--- config.mk ---
export PLATFORM = sky130hd
export DESIGN_NAME = div_clk_select_flat
export DESIGN_NICKNAME = d
export VERILOG_FILES = /design/src/rtl/div_pkg.sv /design/src/rtl/div_clk_select_if.sv /design/src/rtl/rise_detect.sv /design/src/rtl/div_clk_select.sv /design/src/flat_wrapper.sv
export SDC_FILE = /design/constraint.sdc
export NUM_CORES = 1
export LEC_CHECK = 0
export ABC_AREA = 1
export BUFFER_PORTS_ARGS = -buffer_cell sky130_fd_sc_hd__buf_2
export CORE_MARGIN = 2
export CORE_UTILIZATION = 40
export CTS_CLUSTER_DIAMETER = 50
export DETAILED_ROUTE_END_ITERATION = 8
export PLACE_DENSITY = 0.69
export SLEW_MARGIN = 5
export SYNTH_ARGS = -nofsm -noshare
export SYNTH_HDL_FRONTEND = slang
export SYNTH_SLANG_ARGS = --single-unit
--- constraint.sdc ---
create_clock -name clk -period 2.4 [get_ports clk]
set_input_delay 0.36 -clock clk [delete_from_list [all_inputs] [get_ports clk]]
set_output_delay 0.36 -clock clk [all_outputs]
set_load 0.005 [all_outputs]
--- src/rtl/div_pkg.sv ---
// div_pkg: shared state encoding, source index constants and a select
// legality helper for the divided-clock selector family.
package div_pkg;

  // Selector control states.
  typedef enum logic [1:0] {
    FOLLOW = 2'd0,
    DRAIN  = 2'd1,
    PARK   = 2'd2
  } div_state_e;

  // Positions of the even-ratio divider outputs in the source vector.
  localparam int SRC_DIV2 = 0;
  localparam int SRC_DIV4 = 1;
  localparam int SRC_DIV6 = 2;

  localparam int N_SRC_DEFAULT = 3;

  // A select index is usable only if it addresses an existing source.
  function automatic logic sel_is_legal(input int sel, input int n_src);
    return (sel >= 0) && (sel < n_src);
  endfunction

endpackage

--- src/rtl/div_clk_select_if.sv ---
// div_clk_select_if: valid/ready request channel carrying a source index
// to the divided-clock selector.
interface div_clk_select_if #(
  parameter int SEL_W = 2
);
  logic             req_valid;
  logic [SEL_W-1:0] req_sel;
  logic             req_ready;

  // Requester side drives the index and valid, sees ready.
  modport master (
    output req_valid,
    output req_sel,
    input  req_ready
  );

  // Selector side consumes the index and valid, drives ready.
  modport slave (
    input  req_valid,
    input  req_sel,
    output req_ready
  );
endinterface

--- src/rtl/rise_detect.sv ---
// rise_detect: registers each input bit once per cycle and flags bits that
// are high now but were low on the previous cycle.
module rise_detect #(
  parameter int W = 1
) (
  input  logic         clk,
  input  logic         reset,
  input  logic [W-1:0] d_i,
  output logic [W-1:0] rise_o
);

  logic [W-1:0] d_q;

  // One cycle of history per bit; cleared by reset so a level-high input
  // right after reset reads as a rise.
  always_ff @(posedge clk) begin
    if (reset) begin
      d_q <= '0;
    end else begin
      d_q <= d_i;
    end
  end

  assign rise_o = d_i & ~d_q;

endmodule

--- src/rtl/div_clk_select.sv ---
// div_clk_select: glitch-free selector between divided waveforms that are
// all sampled in the clk domain. A switch lets the old source finish its
// high phase (DRAIN), holds the output low (PARK) and only hands over on a
// fresh rise of the new source, so no output phase is ever truncated.
//
// Optional build macro DIV_CLK_SELECT_STATS_EN adds switch_cnt/err_cnt.
//
// state  | meaning
// FOLLOW | div_out tracks src[cur_sel]; requests accepted
// DRAIN  | waiting for the old source's high phase to end
// PARK   | output held low, waiting for a rise on the target
module div_clk_select
  import div_pkg::*;
#(
  parameter int N_SRC       = N_SRC_DEFAULT,
  parameter int SEL_W       = $clog2(N_SRC),
  parameter int DEFAULT_SEL = SRC_DIV2,
  parameter int TIMEOUT_CYC = 64
) (
  input  logic             clk,
  input  logic             reset,
  input  logic [N_SRC-1:0] src,
  div_clk_select_if.slave  req,
  output logic             div_out,
  output logic [SEL_W-1:0] cur_sel,
  output logic             switch_done,
`ifdef DIV_CLK_SELECT_STATS_EN
  output logic             switch_err,
  output logic [15:0]      switch_cnt,
  output logic [7:0]       err_cnt
`else
  output logic             switch_err
`endif
);

  // Timer has one spare bit above the terminal count so it can saturate.
  localparam int TW = $clog2(TIMEOUT_CYC) + 1;
  localparam logic [TW-1:0]    TIMER_LAST = TW'(TIMEOUT_CYC - 1);
  localparam logic [TW-1:0]    TIMER_MAX  = {TW{1'b1}};
  localparam logic [SEL_W-1:0] SEL_RESET  = SEL_W'(DEFAULT_SEL);

  div_state_e       state_q;
  logic [SEL_W-1:0] cur_sel_q;
  logic [SEL_W-1:0] tgt_q;
  logic [TW-1:0]    timer_q;
  logic             div_out_q;
  logic             done_q;
  logic             err_q;

  logic [N_SRC-1:0] src_rise;
  logic             cur_bit;
  logic             tgt_rise;
  logic             accept;
  logic             sel_legal;
  logic             sel_same;
  logic             timer_last;
  logic [TW-1:0]    timer_inc;

  rise_detect #(
    .W (N_SRC)
  ) u_rise (
    .clk    (clk),
    .reset  (reset),
    .d_i    (src),
    .rise_o (src_rise)
  );

  assign cur_bit     = src[cur_sel_q];
  assign tgt_rise    = src_rise[tgt_q];
  assign req.req_ready = (state_q == FOLLOW);
  assign accept      = req.req_valid && req.req_ready;
  assign sel_legal   = sel_is_legal(int'(req.req_sel), N_SRC);
  assign sel_same    = (req.req_sel == cur_sel_q);
  assign timer_last  = (timer_q == TIMER_LAST);
  assign timer_inc   = (timer_q == TIMER_MAX) ? timer_q : timer_q + TW'(1);

  // Selector FSM with registered output, index and status pulses.
  always_ff @(posedge clk) begin
    if (reset) begin
      state_q   <= FOLLOW;
      cur_sel_q <= SEL_RESET;
      tgt_q     <= SEL_RESET;
      timer_q   <= '0;
      div_out_q <= 1'b0;
      done_q    <= 1'b0;
      err_q     <= 1'b0;
    end else begin
      done_q <= 1'b0;
      err_q  <= 1'b0;
      unique case (state_q)
        FOLLOW: begin
          div_out_q <= cur_bit;
          if (accept) begin
            if (!sel_legal) begin
              err_q <= 1'b1;
            end else if (sel_same) begin
              done_q <= 1'b1;
            end else begin
              tgt_q   <= req.req_sel;
              timer_q <= '0;
              state_q <= DRAIN;
            end
          end
        end
        DRAIN: begin
          timer_q <= timer_inc;
          if (timer_last) begin
            // Give up; keep following the old source without a gap.
            err_q     <= 1'b1;
            div_out_q <= cur_bit;
            state_q   <= FOLLOW;
          end else if (!cur_bit) begin
            div_out_q <= 1'b0;
            state_q   <= PARK;
          end else begin
            div_out_q <= cur_bit;
          end
        end
        PARK: begin
          timer_q <= timer_inc;
          // A fresh rise beats a coincident timeout.
          if (tgt_rise) begin
            div_out_q <= 1'b1;
            cur_sel_q <= tgt_q;
            done_q    <= 1'b1;
            state_q   <= FOLLOW;
          end else if (timer_last) begin
            err_q     <= 1'b1;
            div_out_q <= cur_bit;
            state_q   <= FOLLOW;
          end else begin
            div_out_q <= 1'b0;
          end
        end
        default: begin
          state_q   <= FOLLOW;
          div_out_q <= 1'b0;
        end
      endcase
    end
  end

  assign div_out     = div_out_q;
  assign cur_sel     = cur_sel_q;
  assign switch_done = done_q;
  assign switch_err  = err_q;

`ifdef DIV_CLK_SELECT_STATS_EN
  logic [15:0] switch_cnt_q;
  logic [7:0]  err_cnt_q;

  // Completed switches wrap; errors saturate so a burst stays visible.
  always_ff @(posedge clk) begin
    if (reset) begin
      switch_cnt_q <= '0;
      err_cnt_q    <= '0;
    end else begin
      if (done_q) begin
        switch_cnt_q <= switch_cnt_q + 16'd1;
      end
      if (err_q && (err_cnt_q != 8'hFF)) begin
        err_cnt_q <= err_cnt_q + 8'd1;
      end
    end
  end

  assign switch_cnt = switch_cnt_q;
  assign err_cnt    = err_cnt_q;
`endif

endmodule

--- src/flat_wrapper.sv ---
// flat-port wrapper written by rule: the top's interface ports become plain ports
module div_clk_select_flat import div_pkg::*;
#(
  parameter int N_SRC       = N_SRC_DEFAULT,
  parameter int SEL_W       = $clog2(N_SRC),
  parameter int DEFAULT_SEL = SRC_DIV2,
  parameter int TIMEOUT_CYC = 64
)
  (clk, reset, src, div_out, cur_sel, switch_done, switch_err, req_req_valid, req_req_sel, req_req_ready);
  div_clk_select_if #(.SEL_W(SEL_W)) req_i ();
  input  logic clk;
  input  logic reset;
  input  logic [N_SRC-1:0] src;
  output logic div_out;
  output logic [SEL_W-1:0] cur_sel;
  output logic switch_done;
  output logic switch_err;
  input wire logic [$bits(req_i.req_valid)-1:0] req_req_valid;
  input wire logic [$bits(req_i.req_sel)-1:0] req_req_sel;
  output wire logic [$bits(req_i.req_ready)-1:0] req_req_ready;
  assign req_i.req_valid = req_req_valid;
  assign req_i.req_sel = req_req_sel;
  assign req_req_ready = req_i.req_ready;
  div_clk_select #(.N_SRC(N_SRC), .SEL_W(SEL_W), .DEFAULT_SEL(DEFAULT_SEL), .TIMEOUT_CYC(TIMEOUT_CYC)) u_core (.clk(clk), .reset(reset), .src(src), .req(req_i), .div_out(div_out), .cur_sel(cur_sel), .switch_done(switch_done), .switch_err(switch_err));
endmodule
==> summary.md <==
| Metric | Value |
|---|---|
| CP endpoint kind | output port |
| Max-slew headroom | 81.25% |
| R2r endpoint | u_core.timer_q[4] |
| Switching share of power | 43.67% |
| Tightest Pin Transition | 281.3 ps |
| FFs w/ async S/R, synth | 0% |
| Slew Limit Fails | 0 |
| Reg clk slew, reported paths | 120 ps |
| HP Start | src[2] |
| Post-Syn Instances | 161 |
| Clk pwr share | 14.7% |
| WS Path Type | reg2out |
| WHS | 286.3 ps |
| Cell Chain, Critical Path | inv_1 -> ha_1 -> buf_2 |
| TNS Setup | 0 ps |
| Reg power frac | 36.0% |
| Clock Tree Root | clkbuf_4 |
| Library cells used by synthesis | 26 |
| Diode count | 0 |
| DR WL/cell | 10.84 um |
| CP arrival | 1270 ps |
| Cell internal pwr | 0.6422 mW |
| Crit path buf inv count | 2 |
| Die area | 0.003246 mm^2 |
| Antenna-violating nets left | 0 |
| CTS tree | done |
| Gate power share | 49.3% |
| CP required | 2040 ps |
| Vias in the first global route | 1040 |
| 1st-iter DRT viols | 34 |
| Max Cap Viol | 0 |
| Clk_lat worst skew | 300 ps |
| I/O pin cnt | 14 |
| Max Fclk | 615.2 MHz |
| Syn avg cell area | 6.971 um^2 |
| Leakage | 0.5813 nW |
| Initial Utilization | 41.41% |
| Final Wtd Congestion | 0.8142 |
| Row Count | 19 |
| Chip height | 56.97 um |
| P&R area growth vs syn | 11.37% |
| Seq cells post-synth | 19 |
| Die span in x | 56.97 um |
| GRT overflow | 0 |
| Longest Clk Path Bufs | 2 |
| Worst reg2reg path startpoint | u_core.state_q[0] |
| Total GRT Usage | 15.50% |
| Min Tclk post-route | 1625 ps |
| NetSw | 0.4978 mW |
| Via count | 1029 |
| Reg2Reg Setup Slack | 850 ps |
| Vias per cell | 4.947 |
| Status | completed |
| Hold buffer count at CTS | 0 |
| Total wire length | 2.254 mm |
| Top FF cell, synth | dfxtp_1 |
| VDD IR max | 0.5521 mV |
| DRC | 0 |
| Core area | 0.002710 mm^2 |
| Drt pass-1 iters | 4 |
| Setup bufs post-CTS | 0 |
| Max FO, Critical Path | 7 |
| H-Tree Level Count | 1 |
| RSZ-0062 raised after global routing | no |
| Mapped Area | 0.001122 mm^2 |
| Slowest CP cell | dfxtp_1 |
| Share of cells above drive strength 1 | 18.08% |
| First-pass GRT wire length | 4.084 mm |
| EDFF count, synth | 0 |
| HPWL Detailed | 1.791 mm |
| Port-buffer cells | 13 |
| Layout Cells excl Fill | 208 |
| Synth warnings | 0 |
| Seq/Total Area, Yosys | 33.89% |
| Final nets | 191 |
| Register-to-Register Path Depth | 8 |
| Critical path's top delay family | flip-flops |
| Largest net degree at the start of global routing | 12 |
| Worst Hold Endpoint | u_core.u_rise.d_q[2] |
| Post-cts resize count | 0 |
| Hold Path Depth | 3 |
| Critical path's largest stage delay | 350 ps |
| Endpoints failing setup | 0 |
| Initial antenna violation count | 0 |
| Startpoint Class | flip-flop |
| CTS buffer count | 3 |
| Clock sinks | 19 |
| Syn nets | 174 |
| Final clock skew | 1.779 ps |
| HP Class | in2reg |
| Period utilisation layout | 67.73% |
| Hold Violations, Final | 0 |
| Placed Cells | 204 |
| Power Density | 912.1 mW/mm^2 |
==> routing by layer <==
layer,wire [um],track usage [%],up-vias
met3,112,4.082,2
met5,0,0,-
met2,1108,28.74,24
met4,15,3.987,0
met1,1018,17.51,459
li1,-,-,544
==> state kept, by name (all words and copies together) (netlist names) <==
register,cells
u_core.cur_sel,2
u_core.div_out,1
u_core.state_q,2
u_core.switch_done,1
u_core.switch_err,1
u_core.tgt_q,2
u_core.timer_q,7
u_core.u_rise.d_q,3
==> cells by family (layout without fill, tap and decap cells) <==
logic type | count (synthesis) | after routing | share of synthesized area (%)
buffers and inverters | 30 | 46 | 10.03
adders and majority gates | 5 | 5 | 5.574
AOI/OAI and AO/OA | 23 | 23 | 11.04
DFF | 19 | 19 | 33.89
xor gates and xnor gates | 2 | 2 | 2.230
and+or+nand+nor | 82 | 82 | 37.24
==> worst max-delay path by stage <==
stage	start	end	slack, ps	cells after the start
3_5_place_dp	u_core.state_q[0]	u_core.timer_q[5]	870	7
5_1_grt	u_core.state_q[0]	req_req_ready	680	3
2_1_floorplan	u_core.state_q[0]	u_core.timer_q[4]	1020	7
3_3_place_gp	u_core.state_q[0]	u_core.timer_q[4]	970	7
4_1_cts	u_core.state_q[0]	req_req_ready	760	3
6_report	u_core.state_q[0]	req_req_ready	770	3
==> layout make-up <==
type                            instances  area [um^2]
Inverter                               29        108.9
Tap cell                               31        38.79
Clock buffer                            3        22.52
Clock inverter                          1        5.005
Timing Repair Buffer                   13        65.06
Fill cell                             279         1460
Sequential cell                        19        380.4
Multi-Input combinational cell        112        629.4
==> synth_stat cells (2+ instances only) <==
cell | count | area [um^2]
nor2_1 | 19 | 71.32
nand2_1 | 35 | 131.4
dfxtp_1 | 19 | 380.4
nand3_2 | 4 | 40.04
nand2_2 | 2 | 12.51
ha_1 | 5 | 62.56
inv_2 | 2 | 7.510
nand4_1 | 5 | 31.28
a21oi_1 | 13 | 65.06
nand3_1 | 10 | 50.05
o21ai_0 | 5 | 25.02
nor2_2 | 2 | 12.51
inv_1 | 27 | 101.4
==> stage by stage <==
| stage | worst slack (ps) | power [mW] | utilization, % | cell area, um^2 |
|---|---|---|---|---|
| 3_5_place_dp | 868.3 | 0.9818 | 45.11 | 1222 |
| 4_1_cts | 760.8 | 1.147 | 46.12 | 1250 |
| 5_1_grt | 682.9 | 1.256 | 46.12 | 1250 |
| 3_3_place_gp | 965.7 | 0.9611 | 45.11 | 1222 |
| 2_1_floorplan | 1020 | 0.8502 | - | 1122 |
| 6_report | 774.5 | 1.140 | 46.12 | 1250 |
==> placed cells by master, fill, tap and decap left out <==
cell,n
nand2_4,1
inv_1,27
a31oi_1,1
o211ai_1,1
nand4_4,1
xnor2_1,1
nand2_1,35
nand3_2,4
nor2_1,19
nor2_2,2
dfxtp_1,19
o21ai_1,1
clkinv_2,1
a21boi_1,1
nand3_4,1
inv_2,2
buf_2,13
nand4_1,5
nand2_2,2
a21oi_1,13
nand3b_1,1
o21a_1,1
clkbuf_4,3
nand3_1,10
o21ai_0,5
nor2_4,1
xnor2_2,1
ha_1,5
==> worst reg2reg max path, stage by stage, from the launching register on <==
cell	delay, ps
dfxtp_1	380
inv_1	90
ha_1	300
a21boi_1	170
inv_1	90
nand4_4	170
nor2_1	140
nor2_1	60
nor2_1	80
==> power groups by stage <==
stage | clock network [mW] | logic [mW] | registers [mW]
3_3_place_gp | 0 | 0.545 | 0.416
4_1_cts | 0.172 | 0.565 | 0.410
3_5_place_dp | 0 | 0.564 | 0.418
2_1_floorplan | 0 | 0.437 | 0.413
6_report | 0.168 | 0.562 | 0.411
5_1_grt | 0.185 | 0.649 | 0.422
No activity file was read; power rests on OpenSTA's default activity.
